**src/rtl/uart_pkg.sv**
```systemverilog
`default_nettype none
// ============================================================================
// Module      : uart_pkg
// Description : Shared constants and state encoding for the oversampled
//               UART receiver and its baud-tick prescaler.
// Revision    : 1.0 - initial release
// ============================================================================
package uart_pkg;

  // Ticks per bit period and the tick-counter value at the bit mid-point
  localparam int unsigned OVERSAMPLE        = 16;
  localparam logic [3:0]  MID_TICK          = 4'd7;
  localparam logic [3:0]  LAST_TICK         = 4'(OVERSAMPLE - 1);

  // 54 clocks per tick at 100 MHz gives 115 740 baud
  localparam int unsigned CLKS_PER_TICK_DEF = 54;

  // Receiver state encoding
  localparam logic [2:0] c_ST_IDLE      = 3'd0;
  localparam logic [2:0] c_ST_START     = 3'd1;
  localparam logic [2:0] c_ST_DATA      = 3'd2;
  localparam logic [2:0] c_ST_STOP      = 3'd3;
  localparam logic [2:0] c_ST_WAIT_IDLE = 3'd4;

  typedef enum logic [2:0] {
    ST_IDLE      = c_ST_IDLE,
    ST_START     = c_ST_START,
    ST_DATA      = c_ST_DATA,
    ST_STOP      = c_ST_STOP,
    ST_WAIT_IDLE = c_ST_WAIT_IDLE
  } rx_state_t;

endpackage
`default_nettype wire

```
**src/rtl/uart_rx_oversampled_if.sv**
```systemverilog
`default_nettype none
// ============================================================================
// Module      : uart_rx_oversampled_if
// Description : Serial line input and received-byte handshake of the
//               oversampled UART receiver.
// Revision    : 1.0 - initial release
// ============================================================================
interface uart_rx_oversampled_if;

  logic       uart_txd_in;   // serial line, idle high
  logic       recived_sig;   // one-cycle strobe: good byte received
  logic [7:0] recived_data;  // last good byte, held
  logic       frame_err;     // one-cycle strobe: stop bit sampled low
  logic       rx_busy;       // receiver not idle

  // Line driver / byte consumer side
  modport master (
    output uart_txd_in,
    input  recived_sig,
    input  recived_data,
    input  frame_err,
    input  rx_busy
  );

  // Receiver side
  modport slave (
    input  uart_txd_in,
    output recived_sig,
    output recived_data,
    output frame_err,
    output rx_busy
  );

endinterface
`default_nettype wire

```
**src/rtl/uart_baud_tick.sv**
```systemverilog
`default_nettype none
// ============================================================================
// Module      : uart_baud_tick
// Description : Prescaler counting 0..CLKS_PER_TICK-1 with a synchronous
//               clear; emits a one-cycle tick on the terminal count.
// Revision    : 1.0 - initial release
// ============================================================================
module uart_baud_tick
  import uart_pkg::*;
#(
  parameter int unsigned CLKS_PER_TICK = CLKS_PER_TICK_DEF
) (
  input  wire logic clk,
  input  wire logic rst_n,
  input  wire logic i_clear,
  output logic      o_tick
);

  localparam int unsigned        c_CNT_W = (CLKS_PER_TICK > 1) ? $clog2(CLKS_PER_TICK) : 1;
  localparam logic [c_CNT_W-1:0] c_LAST  = c_CNT_W'(CLKS_PER_TICK - 1);

  logic [c_CNT_W-1:0] r_cnt;

  // Wrap at the terminal count; clear holds the count at zero
  always_ff @(posedge clk or negedge rst_n) begin
    if (!rst_n) begin
      r_cnt <= '0;
    end else if (i_clear || (r_cnt == c_LAST)) begin
      r_cnt <= '0;
    end else begin
      r_cnt <= r_cnt + 1'b1;
    end
  end

  // A cleared prescaler never ticks, so the first tick lands a full period later
  assign o_tick = !i_clear && (r_cnt == c_LAST);

endmodule
`default_nettype wire

```
**src/rtl/uart_rx_oversampled.sv**
```systemverilog
`default_nettype none
// ============================================================================
// Module      : uart_rx_oversampled
// Description : 8N1 UART receiver, 16x oversampled, mid-bit sampling,
//               start-glitch rejection and framing-error detection.
// Revision    : 1.0 - initial release
// ============================================================================
module uart_rx_oversampled
  import uart_pkg::*;
#(
  parameter int unsigned CLKS_PER_TICK = CLKS_PER_TICK_DEF
) (
  input  wire logic             clk100mhz,
  input  wire logic             cpu_resetn,
  uart_rx_oversampled_if.slave  bus
);

  logic       r_sync1;
  logic       r_rxs;
  rx_state_t  r_state;
  rx_state_t  w_state_next;
  logic [3:0] r_tick_cnt;
  logic [2:0] r_bit_idx;
  logic [7:0] r_shift;
  logic [7:0] r_data;
  logic       r_sig;
  logic       r_ferr;
  logic       r_busy;

  logic       w_tick;
  logic       w_mid;
  logic       w_bit_end;
  logic       w_shift_en;
  logic       w_good;
  logic       w_bad;

  // Prescaler only runs while a frame is in progress
  uart_baud_tick #(
    .CLKS_PER_TICK (CLKS_PER_TICK)
  ) u_baud (
    .clk     (clk100mhz),
    .rst_n   (cpu_resetn),
    .i_clear (r_state == ST_IDLE),
    .o_tick  (w_tick)
  );

  assign w_mid     = w_tick && (r_tick_cnt == MID_TICK);
  assign w_bit_end = w_tick && (r_tick_cnt == LAST_TICK);

  // Two-flop synchroniser; resets to the idle-high line level
  always_ff @(posedge clk100mhz or negedge cpu_resetn) begin
    if (!cpu_resetn) begin
      r_sync1 <= 1'b1;
      r_rxs   <= 1'b1;
    end else begin
      r_sync1 <= bus.uart_txd_in;
      r_rxs   <= r_sync1;
    end
  end

  // State register
  always_ff @(posedge clk100mhz or negedge cpu_resetn) begin
    if (!cpu_resetn) begin
      r_state <= ST_IDLE;
    end else begin
      r_state <= w_state_next;
    end
  end

  // Next-state and per-cycle actions: start qualification, data shift, stop check
  always_comb begin
    w_state_next = r_state;
    w_shift_en   = 1'b0;
    w_good       = 1'b0;
    w_bad        = 1'b0;
    case (r_state)
      ST_IDLE: begin
        if (!r_rxs) begin
          w_state_next = ST_START;
        end
      end
      ST_START: begin
        if (w_mid) begin
          w_state_next = r_rxs ? ST_IDLE : ST_DATA;
        end
      end
      ST_DATA: begin
        if (w_bit_end) begin
          w_shift_en = 1'b1;
          if (r_bit_idx == 3'd7) begin
            w_state_next = ST_STOP;
          end
        end
      end
      ST_STOP: begin
        if (w_bit_end) begin
          if (r_rxs) begin
            w_good       = 1'b1;
            w_state_next = ST_IDLE;
          end else begin
            w_bad        = 1'b1;
            w_state_next = ST_WAIT_IDLE;
          end
        end
      end
      ST_WAIT_IDLE: begin
        if (r_rxs) begin
          w_state_next = ST_IDLE;
        end
      end
      default: begin
        w_state_next = ST_IDLE;
      end
    endcase
  end

  // Tick and bit counters; the tick count restarts on every state change
  always_ff @(posedge clk100mhz or negedge cpu_resetn) begin
    if (!cpu_resetn) begin
      r_tick_cnt <= 4'd0;
      r_bit_idx  <= 3'd0;
    end else begin
      if (w_state_next != r_state) begin
        r_tick_cnt <= 4'd0;
      end else if (w_tick) begin
        r_tick_cnt <= r_tick_cnt + 4'd1;
      end
      if (r_state == ST_START) begin
        r_bit_idx <= 3'd0;
      end else if (w_shift_en) begin
        r_bit_idx <= r_bit_idx + 3'd1;
      end
    end
  end

  // Shift register fills from the MSB side so the first (LSB) bit ends at bit 0
  always_ff @(posedge clk100mhz or negedge cpu_resetn) begin
    if (!cpu_resetn) begin
      r_shift <= 8'h00;
    end else if (w_shift_en) begin
      r_shift <= {r_rxs, r_shift[7:1]};
    end
  end

  // Output registers: strobes are mutually exclusive, data held across bad frames
  always_ff @(posedge clk100mhz or negedge cpu_resetn) begin
    if (!cpu_resetn) begin
      r_data <= 8'h00;
      r_sig  <= 1'b0;
      r_ferr <= 1'b0;
      r_busy <= 1'b0;
    end else begin
      r_sig  <= w_good;
      r_ferr <= w_bad;
      r_busy <= (w_state_next != ST_IDLE);
      if (w_good) begin
        r_data <= r_shift;
      end
    end
  end

  assign bus.recived_sig  = r_sig;
  assign bus.recived_data = r_data;
  assign bus.frame_err    = r_ferr;
  assign bus.rx_busy      = r_busy;

endmodule
`default_nettype wire

```
**src/flat_wrapper.sv**
```systemverilog
// flat-port wrapper written by rule: the top's interface ports become plain ports
module uart_rx_oversampled_flat import uart_pkg::*;
#(
  parameter int unsigned CLKS_PER_TICK = CLKS_PER_TICK_DEF
)
  (clk100mhz, cpu_resetn, bus_uart_txd_in, bus_recived_sig, bus_recived_data, bus_frame_err, bus_rx_busy);
  uart_rx_oversampled_if bus_i ();
  input  wire logic clk100mhz;
  input  wire logic cpu_resetn;
  input wire logic [$bits(bus_i.uart_txd_in)-1:0] bus_uart_txd_in;
  output wire logic [$bits(bus_i.recived_sig)-1:0] bus_recived_sig;
  output wire logic [$bits(bus_i.recived_data)-1:0] bus_recived_data;
  output wire logic [$bits(bus_i.frame_err)-1:0] bus_frame_err;
  output wire logic [$bits(bus_i.rx_busy)-1:0] bus_rx_busy;
  assign bus_i.uart_txd_in = bus_uart_txd_in;
  assign bus_recived_sig = bus_i.recived_sig;
  assign bus_recived_data = bus_i.recived_data;
  assign bus_frame_err = bus_i.frame_err;
  assign bus_rx_busy = bus_i.rx_busy;
  uart_rx_oversampled #(.CLKS_PER_TICK(CLKS_PER_TICK)) u_core (.clk100mhz(clk100mhz), .cpu_resetn(cpu_resetn), .bus(bus_i));
endmodule
```
**config.mk**
```make
export PLATFORM = sky130hd
export DESIGN_NAME = uart_rx_oversampled_flat
export DESIGN_NICKNAME = d
export VERILOG_FILES = /design/src/rtl/uart_pkg.sv /design/src/rtl/uart_rx_oversampled_if.sv /design/src/rtl/uart_baud_tick.sv /design/src/rtl/uart_rx_oversampled.sv /design/src/flat_wrapper.sv
export SDC_FILE = /design/constraint.sdc
export NUM_CORES = 1
export LEC_CHECK = 0
export CORE_MARGIN = 2
export CORE_UTILIZATION = 45
export CTS_CLUSTER_SIZE = 12
export DETAILED_ROUTE_END_ITERATION = 8
export PLACE_DENSITY_LB_ADDON = 0.12
export SLEW_MARGIN = 20
export SYNTH_ARGS = -nofsm -noshare
export SYNTH_HDL_FRONTEND = slang
export SYNTH_SLANG_ARGS = --single-unit
```
**constraint.sdc**
```tcl
create_clock -name clk100mhz -period 5.4 [get_ports clk100mhz]
set_input_delay 1.08 -clock clk100mhz [delete_from_list [all_inputs] [get_ports clk100mhz]]
set_output_delay 1.08 -clock clk100mhz [all_outputs]
set_load 0.05 [all_outputs]
```
Yosys cells after proc, flatten, opt, wreduce, memory -nomap -nowiden

Index checks and enable logic that the tools add are counted.

Register bits: 37
Output and inout port bits: 11

Add/subtract/negate cells: 3
Equality and inequality tests: 9
Muxes and demuxes: 22
Reduce and logical (&&, ||, !) cells: 9

Operators by type and width:

| cell                | count |
|---|---|
| $mux 3              | 9 |
| $pmux 3 s5          | 1 |
| $mux 1              | 8 |
| $mux 4              | 2 |
| $add 6x1->6 const B | 1 |
| $eq 3x2->1 const B  | 2 |
| $eq 3x3->1 const B  | 2 |
| $eq 6x6->1 const B  | 1 |
| $mux 6              | 1 |
| $add 4x1->4 const B | 1 |
| $eq 4x3->1 const B  | 1 |
| $eq 4x4->1 const B  | 1 |
| $reduce_bool 2->1   | 2 |
| $add 3x1->3 const B | 1 |
| $eq 3x1->1 const B  | 1 |
| $logic_and 1x1->1   | 3 |
| $logic_not 3->1     | 1 |
| $ne 3x3->1          | 1 |
| $reduce_bool 3->1   | 1 |
| $mux 2              | 1 |
| $logic_not 1->1     | 1 |
| $logic_or 1x1->1    | 1 |

Logic depth before layout (Yosys ltp)

Word-level depth: 8
Gate-level depth with buffers: 8

Cells and area by module

From an unflattened synthesis, not the netlist that was laid out.

Cell total of the unflattened synthesis: 135
Area, all modules: 1,695.4 sq um

By module, submodules not included:

| module              | times used | cells an instance | area an instance (sq um) | seq. area each (sq um) |
|---|---|---|---|---|
| uart_rx_oversampled | 1          | 108               | 1,405.1                  | 778.2 |
| uart_baud_tick      | 1          | 27                | 290.3                    | 150.1 |

Worst setup path after synthesis

OpenSTA, ideal clock, no wires.

Path kind: reg-to-reg
From: reg u_core.u_baud.r_cnt[1]
To: reg u_core.r_shift[2]
Library setup time: 0.125 ns
Arrival time: 1.705 ns
Required time: 5.275 ns
Path slack: 3.570 ns
Stages on the path, launching flop included: 7
Path buffers: 1
Cell sequence: dfrtp_1 -> inv_1 -> ha_1 -> nand3b_4 -> or4_4 -> buf_6 -> mux2_4

Word-level cells in the longest chain between the ends: 5

RTL lines:

| element                | RTL line                   | RTL |
|---|---|---|
| from (decl)            | uart_baud_tick.sv:22       | `logic [c_CNT_W-1:0] r_cnt;` |
| from (signal assigned) | uart_baud_tick.sv:31       | `r_cnt <= r_cnt + 1'b1;` |
| $eq 6x6->1             | uart_baud_tick.sv:36       | `assign o_tick = !i_clear && (r_cnt == c_LAST);` |
| $logic_and 1x1->1      | uart_baud_tick.sv:36       |  |
| $logic_and 1x1->1      | uart_rx_oversampled.sv:48  | `assign w_bit_end = w_tick && (r_tick_cnt == LAST_TICK);` |
| $mux 1                 | uart_rx_oversampled.sv:88  | `if (w_bit_end) begin` |
| $mux 1                 | uart_rx_oversampled.sv:76  | `case (r_state)` |
| to (signal assigned)   | uart_rx_oversampled.sv:141 | `r_shift <= {r_rxs, r_shift[7:1]};` |
| to (decl)              | uart_rx_oversampled.sv:24  | `logic [7:0] r_shift;` |

No other way between the ends.
A chain may end at the register's enable or synchronous reset.

Worst setup path in the final report

From: reg u_core.r_data[7] (netlist: u_core.bus.recived_data[7])
To: out bus_recived_data[7]

RTL lines:

| element                | RTL line                   | RTL |
|---|---|---|
| from (decl)            | uart_rx_oversampled.sv:25  | `logic [7:0] r_data;` |
| from (signal assigned) | uart_rx_oversampled.sv:157 | `r_data <= r_shift;` |
| to (decl)              | flat_wrapper.sv:12         | `output wire logic [$bits(bus_i.recived_data)-1:0] bus_recived_data;` |

No word-level cell between the ends.

==> results.md <==
* Fin util at 0.547
* Worst Path Required at 4320 ps
* Synth warn at 0
* Post-DP HPWL at 2130 um
* GPL Wtd Cong at 0.811
* Final hold violation count at 0
* Vias in the first global route at 1165
* Min-delay src: u_core.r_sync1
* Static leakage at 0.983 nW
* Switch share at 0.196
* CP Class: flop to output port
* Drt first-iter violations at 66
* Total negative slack at 0 ps
* Hold path cells at 0
* CP Buf/Inv Count at 1
* Post-route setup slack at 2890 ps
* Die area at 4480 um^2
* Setup Skew at 9.33 ps
* Synth area leader: dfrtp_1
* Top FF cell, synth: dfrtp_1
* Worst Hold End: u_core.r_rxs
* CP max stage cell: clkdlybuf4s50_1
* Tcrit/Tclk final at 0.466
* CP Launch Type: flop
* Post_cts resized at 0
* Net Sw Power at 0.000105 W
* Top delay family on crit path: buffers and inverters
* Chip width at 66.9 um
* Gr usage total at 0.162
* Area Overhead vs Synth at 14.9%
* First-pass GRT wire length at 5460 um
* Async SR Flop Fraction at 1.00
* Row cnt at 22
* Area share of the largest cell type after synthesis at 0.491
* Die Height at 66.9 um
* Layout Cell Area excl Fill at 2050 um^2
* Worst R2R Start: u_core.r_tick_cnt[0]
* CTS root buffer: clkbuf_8
* Peak VDD IR at 0.126 mV
* Placement Cell Area at 1930 um^2
* Postcts setup bufs at 0
* Starting Density at 0.476
* Core area at 3740 um^2
* CTS clk-pin slew, worst paths at 80 ps
* Fmax achieved at 0.398 GHz
* RSZ-0062 raised after global routing: false
* Largest cells by area after synthesis: dfrtp_1 (49%), mux2_2 (6.3%), mux2_4 (4.2%)
* Critical Path AT at 1430 ps
* Power Total at 0.000535 W
* Cell area power density at 261 nW/um^2
* Number of port buffers at 13
* Mapped cell area at 1780 um^2
* Initial antenna violation count at 0
* Grt total ovfl at 0
* TritonCTS clock tree: yes
* Routed len/inst at 14.6 um
* EDFF count, synth at 0
* Clk network pwr share at 0.464
* HP Class: flop to flop
* Synthesized instance count at 155
* Outcome: completed
* Largest net degree at the start of global routing at 38
* Flop-to-flop setup slack at 3350 ps
* DR vias/cell at 5.48
* Post-synthesis register bit count at 37
* FF-to-FF path depth at 5
* DR vias at 1179
* # nets final at 174
* Clk buf depth at 2
* Sequential share of the synthesized area at 0.521
* # hold bufs at CTS at 0
* Critical Path, Cell by Cell: clkdlybuf4s50_1
* Share of layout cells above drive strength 1 at 0.192
* Top-Level Pins at 14
* Rel. slew slack at 0.672
* Residual DRC at 0
* Sequential standard cell area at 928 um^2
* Critical Path Max Stage Delay at 800 ps
* Multi-input logic area at 785 um^2
* Pre-antenna DRT Iters at 4
* RR Endpoint: u_core.bus.recived_data[6]
* Filler Cell Count at 340
* Cell variety after synth at 40
* Slew Viols, Final at 0
* CP endpoint kind: output port
* Syn_nets at 163
* Detailed Route WL at 3140 um
* Internal cell power at 0.000430 W
* Comb pwr share at 0.014
* Avg Inst Size Synth at 11.5 um^2
* CTS buffer count at 5
* Endpoints failing setup at 0
* Max Fanout on Critical Path at 2
* Worst skew pair latency at 290 ps
* Register share of total power at 0.522
* Antenna viol nets, final at 0
* H-tree Lvls at 2
* Dpl ws at 3200 ps
* Tightest Pin Transition at 491 ps
* Max-cap check violation count at 0
* Final min period at 2510 ps
* Ant. Diodes at 0
* CTS sink cnt at 37
==> worst max path at each step <==
stage,cells after the start,start,endpoint,slack (ps)
floorplan,6,u_core.u_baud.r_cnt[1],u_core.r_shift[2],3570
global placement,1,u_core.bus.recived_data[6],bus_recived_data[6],3210
detailed placement,1,u_core.bus.recived_data[1],bus_recived_data[1],3200
CTS,1,u_core.bus.recived_data[7],bus_recived_data[7],2880
global route,1,u_core.bus.recived_data[3],bus_recived_data[3],2830
finish,1,u_core.bus.recived_data[7],bus_recived_data[7],2890
==> power groups by stage <==
| stage | Combinational, W | Sequential (W) | Clock [W] |
|---|---|---|---|
| floorplan | 0.00000117 | 0.000284 | 0 |
| global placement | 0.00000786 | 0.000285 | 0 |
| detailed placement | 0.00000817 | 0.000285 | 0 |
| CTS | 0.00000824 | 0.000279 | 0.000254 |
| global route | 0.00000897 | 0.000279 | 0.000269 |
| finish | 0.00000762 | 0.000279 | 0.000248 |
==> layer usage <==
| metal | vias up | track usage | share of wire |
|---|---|---|---|
| met2 | 19 | 0.260 | 0.46 |
| met1 | 581 | 0.213 | 0.49 |
| met3 | 5 | 0.0355 | 0.034 |
| met5 | - | 0 | 0 |
| li1 | 574 | - | - |
| met4 | 0 | 0.0612 | 0.013 |
==> layout by cell type, fill, tap and decap left out, types with 2 or more instances in the layout <==
cell type / count
nor3_1: 7
mux2_4: 5
nand3_1: 5
clkbuf_8: 6
nand4_1: 3
o21ai_0: 5
clkdlybuf4s50_1: 13
nand2b_1: 3
xnor2_1: 4
nor2_1: 18
inv_1: 5
ha_1: 5
xor2_1: 4
dfrtp_1: 35
a21o_1: 2
mux2_2: 10
mux2i_1: 3
dfstp_2: 2
or4_1: 2
nand2_1: 7
nor4_1: 2
==> registers in the layout, indices dropped and copies added (netlist names) <==
signal / count
u_core.r_shift: 8
u_core.bus.recived_data: 8
u_core.r_sync1: 1
u_core.r_tick_cnt: 4
u_core.bus.frame_err: 1
u_core.r_state: 3
u_core.r_rxs: 1
u_core.bus.rx_busy: 1
u_core.bus.recived_sig: 1
u_core.r_bit_idx: 3
u_core.u_baud.r_cnt: 6
==> kinds of logic after synthesis <==
family,synth area share
AOI/OAI and AO/OA,0.0716
xor gates and xnor gates,0.0393
adders and majority gates,0.0351
buffers and inverters,0.0393
DFF,0.521
muxes,0.122
and+or+nand+nor,0.172
==> metrics by stage <==
step | hold WS [ps] | cells
after floorplan | 345 | 155
after global placement | 349 | 207
after detailed placement | 347 | 207
after CTS | 357 | 215
after global routing | 366 | 215
final | 356 | 215
==> layout make-up <==
| class | count | share of cell area |
|---|---|---|
| Sequential cell | 37 | 0.453 |
| Multi-Input combinational cell | 103 | 0.383 |
| Timing Repair Buffer | 14 | 0.0672 |
| Clock buffer | 6 | 0.0403 |
| Tap cell | 48 | 0.0293 |
| Clock inverter | 2 | 0.0183 |
| Inverter | 5 | 0.00916 |
==> Yosys cell counts, types with 2 or more instances <==
master / count
dfrtp_1: 35
nor2_1: 18
mux2_2: 10
nand2_1: 7
nor3_1: 7
buf_2: 5
ha_1: 5
inv_1: 5
mux2_4: 5
nand3_1: 5
o21ai_0: 5
clkbuf_1: 4
xnor2_1: 4
xor2_1: 4
mux2i_1: 3
nand2b_1: 3
nand4_1: 3
a21o_1: 2
dfstp_2: 2
nor4_1: 2
or4_1: 2
No activity file was read; power rests on OpenSTA's default activity.
==> RTL change 1: new RTL, same flow settings <==
Compare `r_tick_cnt` against `MID_TICK` with >= in place of ==.
--- a/src/rtl/uart_rx_oversampled.sv
+++ b/src/rtl/uart_rx_oversampled.sv
@@ -44,7 +44,7 @@
     .o_tick  (w_tick)
   );
 
-  assign w_mid     = w_tick && (r_tick_cnt == MID_TICK);
+  assign w_mid     = w_tick && (r_tick_cnt >= MID_TICK);
   assign w_bit_end = w_tick && (r_tick_cnt == LAST_TICK);
 
   // Two-flop synchroniser; resets to the idle-high line level
Behaviour: same outputs for any inputs over 10 cycles, from zero or initial values and one cycle with cpu_resetn low; that may be too few to reach the edited logic, so the function may still have changed.
==> RTL change 1 against the unedited design <==
- clock skew shrank 0.0044 ns
- first-iteration DRC count shrank 32%
- utilization grew 0.28 points
- routed wire length shrank 10%
- cell area shrank 1.7%
- worst setup slack lost 0.0029 ns
- count of clock-buffer cells in the layout is the same
- total power shrank 0.71%
- via count shrank 1.4%
- synthesized area shrank 3.4%
- register-to-register slack gained 0.08 ns
- cell count is the same
- sequential cell count is the same
- critical path type unchanged
- critical endpoint is now bus_recived_data[5]
- largest power group unchanged
==> RTL change 1: results (changes against the unedited design) <==
- Worst Max-Slew Pin Slew: 0.520 ns (+0.0285 ns)
- Drt total wl: 2820 um (-10%)
- Port bufs: 13 (unchanged)
- Post-synth cell types: 40 (unchanged)
- Sequential area share after synthesis: 0.539 (+0.0182)
- Worst r2r dst: u_core.bus.recived_data[5]
- First-pass GRT wire length: 4960 um (-9.2%)
- R2R setup slack: 3.43 ns (+0.08 ns)
- Detailed router's first-iteration violation count: 45 (-32%)
- Leakage power total: 0.944 nW (-3.9%)
- Total track usage: 0.150 (-0.0117)
- Asr flop ratio synth: 1.00 (unchanged)
- Number of buffers created by CTS: 5 (unchanged)
- Worst Reg-to-Reg Cells: 6 (+1)
- Syn Nets: 157 (-3.7%)
- Vias in the first global route: 1090 (-6.4%)
- Post_cts resized: 0 (unchanged)
- Worst Path Max Fanout: 2 (unchanged)
- Placed Area: 1890 um^2 (-1.8%)
- FF-to-FF Start: u_core.u_baud.r_cnt[1]
- Final nets: 174 (unchanged)
- Fraction of layout cells with a size suffix above 1: 0.186 (-0.00599)
- Outcome: finished clean
- Worst min-delay path class: flop to flop
- ANT cells: 0 (unchanged)
- Area contributors post-synth: dfrtp_1 (51%), mux2_2 (7.2%), mux2_4 (4.4%)
- Slowest stage delay, CP: 0.82 ns (+0.02 ns)
- Commonest cells post-synth: dfrtp_1 (35), nor2_1 (16), mux2_2 (11), nand2_1 (10), a21oi_1 (8)
- Pin count of the biggest net entering global routing: 38 (unchanged)
- Clock root buffer master: clkbuf_8
- Cell family with most CP delay: buffers and inverters
- Latest clock arrival within the worst-skew pair: between 0.2 and 0.3 ns
- Synth warn: 0 (unchanged)
- Crit. Startpoint: u_core.bus.recived_data[5]
- Worst Clk Skew: 0.00493 ns (-0.00440 ns)
- Deepest clock path buffer count: 2 (unchanged)
- H-tree depth: 2 (unchanged)
- Worst path slowest cell: clkdlybuf4s50_1
- TritonRoute pass-1 iters: 4 (unchanged)
- Internal: 431 uW (about the same)
- Antenna violations before repair: 0 (unchanged)
- RePlAce Congestion: 0.913 (+13%)
- Critical Path End: bus_recived_data[5]
- Vias: 1162 (-1.4%)
- Post-DP HPWL: 2000 um (-6.1%)
- Setup bufs post-CTS: 0 (unchanged)
- Worst VDD drop: 0.000151 V (+20%)
- Worst-path clk slew: 0.07 ns
[RTL change 1: changes by cell type in the layout (fill, tap and decap cells not counted), moves of 2 or more]
cell / unedited run / this run
nand2_1: 7 / 10
nor3_1: 7 / 4
o21ai_0: 5 / 2
nand2b_1: 3 / 1
or3_1: 0 / 3
a21oi_1: 1 / 8
nor2_1: 18 / 16
[RTL change 1: logic make-up after synthesis]
| family | share of synthesized area |
|---|---|
| muxes | 0.127 |
| and+or+nand+nor | 0.167 |
| buffers and inverters | 0.0240 |
| AOI/OAI and AO/OA | 0.0661 |
| xor gates and xnor gates | 0.0407 |
| adders and majority gates | 0.0363 |
| DFF | 0.539 |
[RTL change 1: how the worst min path moves through the flow]
stage | startpoint | end | slack [ns] | cells past startpoint
after floorplan | u_core.r_sync1 | u_core.r_rxs | 0.35 | 0
after global placement | u_core.r_sync1 | u_core.r_rxs | 0.35 | 0
after detailed placement | u_core.r_sync1 | u_core.r_rxs | 0.35 | 0
after CTS | u_core.r_sync1 | u_core.r_rxs | 0.36 | 0
after global routing | u_core.r_sync1 | u_core.r_rxs | 0.37 | 0
final | u_core.r_sync1 | u_core.r_rxs | 0.36 | 0
[RTL change 1: through the flow]
step	instances	hold slack, ns	power (mW)	worst slack (ns)
6_report	215	0.362	0.531	2.88
5_1_grt	215	0.368	0.555	2.84
4_1_cts	215	0.364	0.538	2.87
3_5_place_dp	207	0.350	0.293	3.18
3_3_place_gp	207	0.349	0.293	3.21
2_1_floorplan	149	0.345	0.285	3.57
[RTL change 1: power by group through the flow]
stage / clock network, mW / logic [mW] / registers [mW]
final: 0.244 / 0.00808 / 0.279
after global routing: 0.267 / 0.00966 / 0.279
after CTS: 0.250 / 0.00865 / 0.279
after detailed placement: 0 / 0.00861 / 0.284
after global placement: 0 / 0.00838 / 0.284
after floorplan: 0 / 0.00104 / 0.284
[RTL change 1: routing by layer]
layer / track usage / part of all wire / up-vias
met5: 0 / 0 / -
met4: 0.0625 / 0.0078 / 0
met3: 0.0358 / 0.032 / 2
met2: 0.241 / 0.50 / 18
met1: 0.194 / 0.46 / 575
li1: - / - / 567
[RTL change 1: cell type report]
type | instances | area, um^2
fillers | 322 | 1650
flip-flops and latches | 37 | 928
multi-input cells | 104 | 753
repair buffers | 14 | 138
clock buffers | 6 | 82.6
well taps | 48 | 60.1
clock inverters | 2 | 37.5
inverters | 4 | 15.0
==> RTL change 2: new RTL, same flow settings <==
Without the edit above. `CLKS_PER_TICK_DEF`: 54 -> 108.
--- a/src/rtl/uart_pkg.sv
+++ b/src/rtl/uart_pkg.sv
@@ -13,7 +13,7 @@
   localparam logic [3:0]  LAST_TICK         = 4'(OVERSAMPLE - 1);
 
   // 54 clocks per tick at 100 MHz gives 115 740 baud
-  localparam int unsigned CLKS_PER_TICK_DEF = 54;
+  localparam int unsigned CLKS_PER_TICK_DEF = 108;
 
   // Receiver state encoding
   localparam logic [2:0] c_ST_IDLE      = 3'd0;
Formal check against the unedited RTL: same outputs for any inputs over 10 cycles, from zero or initial values and one cycle with cpu_resetn low; that may be too few to reach the edited logic, so the function may still have changed.
==> RTL change 2 against the unedited design <==
- sequential cell count grew 1
- combinational power down 17%
- total power fell by 8.3%
- cell area down 2.7%
- first-iteration DRC count up 9.1%
- register-to-register slack better by 0.13 ns
- synthesized area down 0.84%
- worst setup slack worse by 0.00055 ns
- cell count is 4.2% lower
- routed wire length down 8.5%
- critical path depth stayed put
- worst hold slack barely moved
- die area fell by 0.79%
- non-clock buffer count shrank 1
==> RTL change 2: results (changes against the unedited design) <==
- Final nets: 164 (-5.7%)
- Worst r2r dst: u_core.r_shift[4]
- Post_cts resized: 0 (unchanged)
- Slowest stage delay, CP: 0.80 ns (about the same)
- Outcome: finished clean
- Worst VDD drop: 0.000145 V (+15%)
- Mapped Avg Cell Area: 12.3 um^2 (+6.7%)
- Post-synth cell types: 42 (+5.0%)
- Syn Nets: 151 (-7.4%)
- Sequential area share after synthesis: 0.539 (+0.0186)
- Vias: 1152 (-2.3%)
- Critical Path End: bus_recived_data[0]
- Vias in the first global route: 1093 (-6.2%)
- Post-synthesis mux area share: 0.119 (-0.00321)
- Total track usage: 0.153 (-0.00880)
- # fillers: 331 (-2.6%)
- Synth Area in XOR/XNOR: 0.0347 (-0.00462)
- Seq pwr: 287 uW (+3%)
- Worst Max-Slew Pin Slew: 0.805 ns (+0.314 ns)
- Commonest cells post-synth: dfrtp_1 (36), mux2_2 (16), nor2_1 (10), nor3_1 (8), nand3_1 (6)
- Crit. Startpoint: u_core.bus.recived_data[0]
- FF-to-FF Start: u_core.r_state[1]
- Synth Area in Compound Gates: 0.0701 (-0.00152)
- Worst Clk Skew: 0.00590 ns (-0.00344 ns)
- DP Cell Count: 198 (-4.3%)
- Drt total wl: 2870 um (-8.5%)
- Pin count of the biggest net entering global routing: 39 (+2.6%)
- TritonRoute pass-1 iters: 4 (unchanged)
- Final Non-Filler Cells: 206 (-4.2%)
- Synth Area in Adders: 0.0283 (-0.00678)
- Internal: 389 uW (-9.5%)
- Detailed router's first-iteration violation count: 72 (+9.1%)
- Fraction of layout cells with a size suffix above 1: 0.215 (+0.0236)
- Worst Reg-to-Reg Cells: 3 (-2)
==> RTL change 2: layout make-up <==
cell class,instances,share of cell area
inverters,2,0.00377
multi-input cells,97,0.377
well taps,48,0.0301
clock inverters,2,0.00628
repair buffers,13,0.0628
flip-flops and latches,38,0.478
clock buffers,6,0.0414
==> RTL change 2: routing by layer <==
metal	share of wire	up-vias	wire length (um)	GRT usage
li1	-	549	-	-
met1	0.46	585	1330	0.200
met2	0.50	16	1420	0.236
met3	0.037	2	106	0.0524
met4	0.0042	0	12	0.0536
met5	0	-	0	0
==> RTL change 2: through the flow <==
step / total power [mW] / instance area (um^2) / hold slack, ns / setup slack (ns)
detailed placement: 0.300 / 1900 / 0.347 / 3.18
global placement: 0.299 / 1900 / 0.347 / 3.20
global route: 0.514 / 1990 / 0.366 / 2.83
floorplan: 0.293 / 1770 / 0.345 / 3.68
CTS: 0.501 / 1990 / 0.358 / 2.86
finish: 0.491 / 1990 / 0.356 / 2.88
